==> config.mk <==
export PLATFORM = sky130hd
export DESIGN_NAME = star_scan_sequencer
export DESIGN_NICKNAME = d
export VERILOG_FILES = /design/src/rtl/star_scan_sequencer.sv
export SDC_FILE = /design/constraint.sdc
export NUM_CORES = 1
export LEC_CHECK = 0
export BUFFER_PORTS_ARGS = -buffer_cell sky130_fd_sc_hd__buf_2
export CAP_MARGIN = 10
export CORE_MARGIN = 2
export CORE_UTILIZATION = 50
export CTS_CLUSTER_DIAMETER = 40
export DETAILED_ROUTE_END_ITERATION = 7
export PLACE_DENSITY_LB_ADDON = 0.1
export SYNTH_ARGS = -nofsm -noshare
export SYNTH_HDL_FRONTEND = slang
export SYNTH_SLANG_ARGS = --single-unit
==> constraint.sdc <==
create_clock -name clk -period 2.65 [get_ports clk]
set_input_delay 0.265 -clock clk [delete_from_list [all_inputs] [get_ports clk]]
set_output_delay 0.265 -clock clk [all_outputs]
set_load 0.02 [all_outputs]
==> src/rtl/star_scan_sequencer.sv <==
// Purpose : raster-scans a 6x6 frame of 3-bit pixels, launches an external bounding-box
//           measurer on each lit pixel not already inside a stored star box, and keeps up
//           to MAX_STARS boxes for combinational readback.
// Latency : 3 cycles per unlit/masked pixel (ADDR, CHECK, ADVANCE); an empty frame reaches
//           DONE 108 cycles after scan_start. Each measured star adds LAUNCH + wait + STORE.
// Backpressure: none; scan_start is ignored while busy, and the measurer is abandoned
//           (timeout_err) if meas_done does not arrive within TIMEOUT+1 wait cycles.
//
// Ports:
//   clk, resetn             clock, synchronous active-low reset
//   scan_start              one-cycle pulse, starts a scan from IDLE or DONE
//   mem_addr / mem_q        frame RAM address (y*6+x) and read data (1-cycle latency)
//   mem_sel                 RAM port owner, 1 while the measurer runs
//   meas_start, meas_x/y    measurer launch pulse and held seed coordinate
//   meas_done, meas_*       measurer completion and resulting box
//   busy, scan_done         status levels
//   star_count, overflow, timeout_err   scan results (flags are sticky per scan)
//   rd_idx, rd_*            combinational readback of one result slot

module star_scan_sequencer #(
    parameter int THRESHOLD = 0,
    parameter int MAX_STARS = 4,
    parameter int TIMEOUT   = 255
) (
    input  logic       clk,
    input  logic       resetn,
    input  logic       scan_start,
    output logic [5:0] mem_addr,
    input  logic [2:0] mem_q,
    output logic       mem_sel,
    output logic       meas_start,
    output logic [2:0] meas_x,
    output logic [2:0] meas_y,
    input  logic       meas_done,
    input  logic [2:0] meas_top,
    input  logic [2:0] meas_bottom,
    input  logic [2:0] meas_left,
    input  logic [2:0] meas_right,
    output logic       busy,
    output logic       scan_done,
    output logic [2:0] star_count,
    output logic       overflow,
    output logic       timeout_err,
    input  logic [1:0] rd_idx,
    output logic [2:0] rd_top,
    output logic [2:0] rd_bottom,
    output logic [2:0] rd_left,
    output logic [2:0] rd_right
);

    localparam int            CW   = (TIMEOUT < 1) ? 1 : $clog2(TIMEOUT + 1);
    localparam logic [CW-1:0] TMO  = CW'(TIMEOUT);
    localparam logic [2:0]    THR  = 3'(THRESHOLD);
    localparam logic [2:0]    MAXS = 3'(MAX_STARS);

    typedef enum logic [2:0] {
        IDLE, ADDR, CHECK, LAUNCH, WAIT_MEAS, STORE, ADVANCE, DONE
    } state_t;

    state_t        state_q, state_d;
    logic [2:0]    x_q, x_d, y_q, y_d;
    logic [5:0]    mem_addr_q, mem_addr_d;
    logic          mem_sel_q, mem_sel_d;
    logic          meas_start_q, meas_start_d;
    logic [2:0]    meas_x_q, meas_x_d, meas_y_q, meas_y_d;
    logic          busy_q, busy_d;
    logic          scan_done_q, scan_done_d;
    logic [2:0]    star_count_q, star_count_d;
    logic          overflow_q, overflow_d;
    logic          timeout_err_q, timeout_err_d;
    logic [CW-1:0] wait_cnt_q, wait_cnt_d;

    // Box captured on meas_done, committed to a slot one cycle later in STORE.
    logic [2:0]    lat_top_q, lat_top_d, lat_bot_q, lat_bot_d;
    logic [2:0]    lat_lft_q, lat_lft_d, lat_rgt_q, lat_rgt_d;

    logic [2:0]    slot_top_q [MAX_STARS];
    logic [2:0]    slot_bot_q [MAX_STARS];
    logic [2:0]    slot_lft_q [MAX_STARS];
    logic [2:0]    slot_rgt_q [MAX_STARS];
    logic [2:0]    slot_top_d [MAX_STARS];
    logic [2:0]    slot_bot_d [MAX_STARS];
    logic [2:0]    slot_lft_d [MAX_STARS];
    logic [2:0]    slot_rgt_d [MAX_STARS];

    logic lit;
    logic masked;

    assign lit = (mem_q > THR);

    // Only slots already filled in this scan take part in masking; older contents are stale.
    always_comb begin
        masked = 1'b0;
        for (int i = 0; i < MAX_STARS; i++) begin
            if (i < int'(star_count_q) &&
                x_q >= slot_lft_q[i] && x_q <= slot_rgt_q[i] &&
                y_q >= slot_top_q[i] && y_q <= slot_bot_q[i]) begin
                masked = 1'b1;
            end
        end
    end

    always_comb begin
        state_d       = state_q;
        x_d           = x_q;
        y_d           = y_q;
        meas_x_d      = meas_x_q;
        meas_y_d      = meas_y_q;
        star_count_d  = star_count_q;
        overflow_d    = overflow_q;
        timeout_err_d = timeout_err_q;
        wait_cnt_d    = wait_cnt_q;
        lat_top_d     = lat_top_q;
        lat_bot_d     = lat_bot_q;
        lat_lft_d     = lat_lft_q;
        lat_rgt_d     = lat_rgt_q;
        slot_top_d    = slot_top_q;
        slot_bot_d    = slot_bot_q;
        slot_lft_d    = slot_lft_q;
        slot_rgt_d    = slot_rgt_q;

        case (state_q)
            IDLE, DONE: begin
                if (scan_start) begin
                    state_d       = ADDR;
                    x_d           = 3'd0;
                    y_d           = 3'd0;
                    star_count_d  = 3'd0;
                    overflow_d    = 1'b0;
                    timeout_err_d = 1'b0;
                end
            end
            ADDR: state_d = CHECK;
            CHECK: begin
                if (lit && !masked) begin
                    if (star_count_q < MAXS) begin
                        state_d  = LAUNCH;
                        meas_x_d = x_q;
                        meas_y_d = y_q;
                    end else begin
                        overflow_d = 1'b1;
                        state_d    = ADVANCE;
                    end
                end else begin
                    state_d = ADVANCE;
                end
            end
            LAUNCH: begin
                wait_cnt_d = '0;
                state_d    = WAIT_MEAS;
            end
            WAIT_MEAS: begin
                // A completion in the same cycle as the timeout still counts.
                if (meas_done) begin
                    lat_top_d = meas_top;
                    lat_bot_d = meas_bottom;
                    lat_lft_d = meas_left;
                    lat_rgt_d = meas_right;
                    state_d   = STORE;
                end else if (wait_cnt_q == TMO) begin
                    timeout_err_d = 1'b1;
                    state_d       = ADVANCE;
                end else begin
                    wait_cnt_d = wait_cnt_q + 1'b1;
                end
            end
            STORE: begin
                for (int i = 0; i < MAX_STARS; i++) begin
                    if (int'(star_count_q) == i) begin
                        slot_top_d[i] = lat_top_q;
                        slot_bot_d[i] = lat_bot_q;
                        slot_lft_d[i] = lat_lft_q;
                        slot_rgt_d[i] = lat_rgt_q;
                    end
                end
                star_count_d = star_count_q + 3'd1;
                state_d      = ADVANCE;
            end
            ADVANCE: begin
                if (x_q == 3'd5 && y_q == 3'd5) begin
                    state_d = DONE;
                end else if (x_q == 3'd5) begin
                    x_d     = 3'd0;
                    y_d     = y_q + 3'd1;
                    state_d = ADDR;
                end else begin
                    x_d     = x_q + 3'd1;
                    state_d = ADDR;
                end
            end
            default: state_d = IDLE;
        endcase

        // Registered outputs are decoded from the next state so they line up with it.
        mem_addr_d   = 6'(y_d) * 6'd6 + 6'(x_d);
        mem_sel_d    = (state_d == LAUNCH) || (state_d == WAIT_MEAS) || (state_d == STORE);
        meas_start_d = (state_d == LAUNCH);
        busy_d       = (state_d != IDLE) && (state_d != DONE);
        scan_done_d  = (state_d == DONE);
    end

    always_ff @(posedge clk) begin
        if (!resetn) begin
            state_q       <= IDLE;
            x_q           <= 3'd0;
            y_q           <= 3'd0;
            mem_addr_q    <= 6'd0;
            mem_sel_q     <= 1'b0;
            meas_start_q  <= 1'b0;
            meas_x_q      <= 3'd0;
            meas_y_q      <= 3'd0;
            busy_q        <= 1'b0;
            scan_done_q   <= 1'b0;
            star_count_q  <= 3'd0;
            overflow_q    <= 1'b0;
            timeout_err_q <= 1'b0;
            wait_cnt_q    <= '0;
        end else begin
            state_q       <= state_d;
            x_q           <= x_d;
            y_q           <= y_d;
            mem_addr_q    <= mem_addr_d;
            mem_sel_q     <= mem_sel_d;
            meas_start_q  <= meas_start_d;
            meas_x_q      <= meas_x_d;
            meas_y_q      <= meas_y_d;
            busy_q        <= busy_d;
            scan_done_q   <= scan_done_d;
            star_count_q  <= star_count_d;
            overflow_q    <= overflow_d;
            timeout_err_q <= timeout_err_d;
            wait_cnt_q    <= wait_cnt_d;
        end
    end

    // Box storage carries no reset: contents only matter below star_count.
    always_ff @(posedge clk) begin
        lat_top_q  <= lat_top_d;
        lat_bot_q  <= lat_bot_d;
        lat_lft_q  <= lat_lft_d;
        lat_rgt_q  <= lat_rgt_d;
        slot_top_q <= slot_top_d;
        slot_bot_q <= slot_bot_d;
        slot_lft_q <= slot_lft_d;
        slot_rgt_q <= slot_rgt_d;
    end

    always_comb begin
        rd_top    = 3'd0;
        rd_bottom = 3'd0;
        rd_left   = 3'd0;
        rd_right  = 3'd0;
        for (int i = 0; i < MAX_STARS; i++) begin
            if (int'(rd_idx) == i) begin
                rd_top    = slot_top_q[i];
                rd_bottom = slot_bot_q[i];
                rd_left   = slot_lft_q[i];
                rd_right  = slot_rgt_q[i];
            end
        end
    end

    assign mem_addr    = mem_addr_q;
    assign mem_sel     = mem_sel_q;
    assign meas_start  = meas_start_q;
    assign meas_x      = meas_x_q;
    assign meas_y      = meas_y_q;
    assign busy        = busy_q;
    assign scan_done   = scan_done_q;
    assign star_count  = star_count_q;
    assign overflow    = overflow_q;
    assign timeout_err = timeout_err_q;

endmodule

==> flow_summary.ini <==
[setup_path]
worstPathRequired_ns = 2.91
cp-end-kind = flop
crit_chain = buf_6, clkinvlp_4, buf_12, ha_4, nand2b_1, a211oi_2, or4_4, o22ai_4, nor4_4, a211o_1, and3_1
cp_slowest_stage_delay_ns = 0.55
critPathMaxFanout = 7
start_kind = flop
cp_num_buf_inv = 3
path_class = flop to flop
cp_top_family = simple AND/OR/NAND/NOR gates
slowest_stage = or4_4
arrival_ns = 2.81

[synthesis]
synth_top_area_frac = 0.347
synth_top_family_by_area = adder cells
syn_nets = 529
synthMuxAreaShare = 0.0655
synth_area_sq_mm = 0.00519
ys_warn_count = 0
synth_xor_area_frac = 0.0135
syn_inst = 445
synth_seq_area_share = 0.490
synth-compound-area-share = 0.108
synth.area.top_cells = edfxtp_1, ha_1, dfxtp_1, mux4_2, inv_1
synth_edf_count = 60
yosys_most_used_dff = edfxtp_1
synth_seq_cells = 97
synthSimpleGateAreaFrac = 0.117
syn_area_per_cell_sq_um = 11.7
synthArstFlopShare = 0
synth_fa_ha_area_frac = 0.155
synth.largest_area_cell = edfxtp_1
ys_types = 55

[power]
pwr-share-comb = 0.133
p_int_mw = 2.28
power_leakage_nw = 2.57
pwr_density_cell_mw_per_mm2 = 498
p_switching_mw = 0.772
irDropWorstVdd_uv = 353
swShare = 0.253
clkPwrFrac = 0.323
pwr-share-seq = 0.544

[cts]
cts-root-buf = clkbuf_8
clkSinkCount = 97
cts-htree-levels = 3
ctsHoldBuffers = 0
clk_pin_slew_ns = 0.10
clock_latency_ns = 0.37
numCtsBuffers = 9
ctsLongestPathBuffers = 2
cts_tree = done

[floorplanning]
die_width_microns = 106
pin_count = 54
die_h_microns = 106
rows = 37
start_util = 0.510
dieArea_sq_mm = 0.0112
core_sq_mm = 0.0102

[finish]
stdcell_area_sq_mm = 0.00612
num-nets-final = 611
final_cells = 667
drive_gt1_frac = 0.267
diodes = 0
area_growth_pct = 17.8

[route]
viasPerCell = 5.35
drt_first_pass_iters = 4
wl_per_cell_microns = 16.6
drtIter0Drc = 139
drt.antenna.violating_nets = 0
totalWireLength_microns = 11000
drc_errors = 0
num_vias = 3570

[sta]
clock-skew-final_ns = 0.0199
hold_viol_final = 0
drv_slew = 0
final.period_utilization = 0.959
slew_headroom = 0.537
finalSetupTns_ns = 0
tightest_slew_ns = 0.687
setup_viol = 0
period_needed_ns = 2.54
rsz0062_at_grt = true
fmax_mhz = 394

[global_routing]
grt_usage = 0.201
grt_pass1_wl_microns = 17400
grt_pass1_vias = 3453
antenna_found_initial = 0
grt_max_degree = 29
overflow = 0

[place]
place_hpwl_microns = 7890
io_buffers = 53
place_area_sq_mm = 0.00576
dpl.cell_count = 648
place.gp.congestion = 0.829

[run]
cap_violations = 0

[status]
status = complete, no violations

[min_path]
hp-class = primary input to flop
[Yosys cell counts (3+ instances only)]
cell,count
a211oi_1,11
a21oi_1,13
and2_1,15
and3_1,5
buf_2,4
clkbuf_1,5
dfxtp_1,37
edfxtp_1,60
ha_1,61
inv_1,55
mux2i_1,7
mux4_2,12
nand2_1,20
nand2b_1,8
nand3_1,9
nand4_1,3
nor2_1,19
nor2b_1,12
nor3_1,4
o21ai_0,25
o21ai_1,3
o22ai_1,3
or3_1,3
xor2_1,7
[cells in the final DEF, fill, tap and decap left out, types with 3 or more instances in the layout]
master	instances
buf_4	26
o21ai_0	21
and2_1	15
ha_4	4
xor2_1	7
nand2_1	20
nand2b_1	8
nor2b_1	12
o21ai_1	5
and3_1	5
nor2_1	19
a211oi_1	9
mux2i_1	7
or3_1	3
ha_1	56
dfxtp_2	6
o21ai_2	3
nor3_1	3
buf_2	53
edfxtp_1	60
dfxtp_1	31
inv_1	54
nand4_1	3
mux4_2	12
clkbuf_8	10
nand3_1	9
a21oi_1	13
[final timing paths]
check                      start           end  slack, ns  cells past startpoint
hold / removal    meas_bottom[1]  lat_bot_q[1]       0.08                      1
setup / recovery          y_q[0]     scan_done       0.11                     11
hold reg to reg      timeout_err   timeout_err       0.49                      2
setup reg to reg          y_q[0]     scan_done       0.11                     11
[per-layer routing]
metal  routed length, microns  share of wire  vias to the layer above  GRT usage
li1                         -              -                     1770          -
met1                     5160           0.47                     1727      0.270
met2                     5390           0.49                       60      0.333
met3                      309          0.028                       13     0.0349
met4                      184          0.017                        0     0.0658
met5                        0              0                        -          0
[state kept, by name (all words and copies together) (netlist names), named ones only]
signal       count
busy             1
lat_bot_q        3
lat_lft_q        3
lat_rgt_q        3
lat_top_q        3
meas_start       1
meas_x           3
meas_y           3
mem_addr         5
mem_sel          1
overflow         1
scan_done        1
slot_bot_q      12
slot_lft_q      12
slot_rgt_q      12
slot_top_q      12
star_count       3
state_q          3
timeout_err      1
wait_cnt_q       8
x_q              2
y_q              3
[through the flow]
step	total power, mW	hold WS [ns]	util	setup WS (ns)
floorplan	1.94	0.364	-	0.0758
global placement	2.07	0.441	0.566	0.0518
detailed placement	2.08	0.443	0.566	-0.0179
CTS	3.06	0.0660	0.586	0.00455
global route	3.18	0.0586	0.601	0.00330
finish	3.05	0.0788	0.601	0.109
[cell type report]
class                           instances  area, sq um
Fill cell                             877         4070
Sequential cell                        97         2550
Multi-Input combinational cell        280         2470
Timing Repair Buffer                   82          503
Inverter                               57          218
Clock buffer                           12          188
Tap cell                              136          170
Clock inverter                          3         17.5
[power by group through the flow]
stage | Clock (mW) | Combinational (mW) | Sequential [mW]
after CTS | 1.01 | 0.394 | 1.66
final | 0.987 | 0.406 | 1.66
after global placement | 0 | 0.386 | 1.69
after global routing | 1.07 | 0.444 | 1.66
after detailed placement | 0 | 0.389 | 1.69
after floorplan | 0 | 0.243 | 1.70
[cell families (layout without fill, tap and decap cells)]
kind of cell	after synthesis	after routing
XOR/XNOR	8	8
flip-flops	97	97
buffers and inverters	68	154
AND/OR/NAND/NOR	108	108
multiplexers	19	19
AO/OA/AOI/OAI	82	82
adder cells (fa/ha/maj)	63	63
[worst register-to-register path, stage by stage, from the launching register on]
cell	delay (ns)
dfxtp_2	0.35
buf_6	0.12
clkinvlp_4	0.09
buf_12	0.15
ha_4	0.26
nand2b_1	0.12
a211oi_2	0.08
or4_4	0.55
o22ai_4	0.18
nor4_4	0.07
a211o_1	0.31
and3_1	0.16
[repair_timing]
item	4_1_cts	5_1_grt
setup endpoints to repair	1	14
setup buffers	0	4
resized for setup	2	22
pin swaps	0	4
No activity file was read; power rests on OpenSTA's default activity.
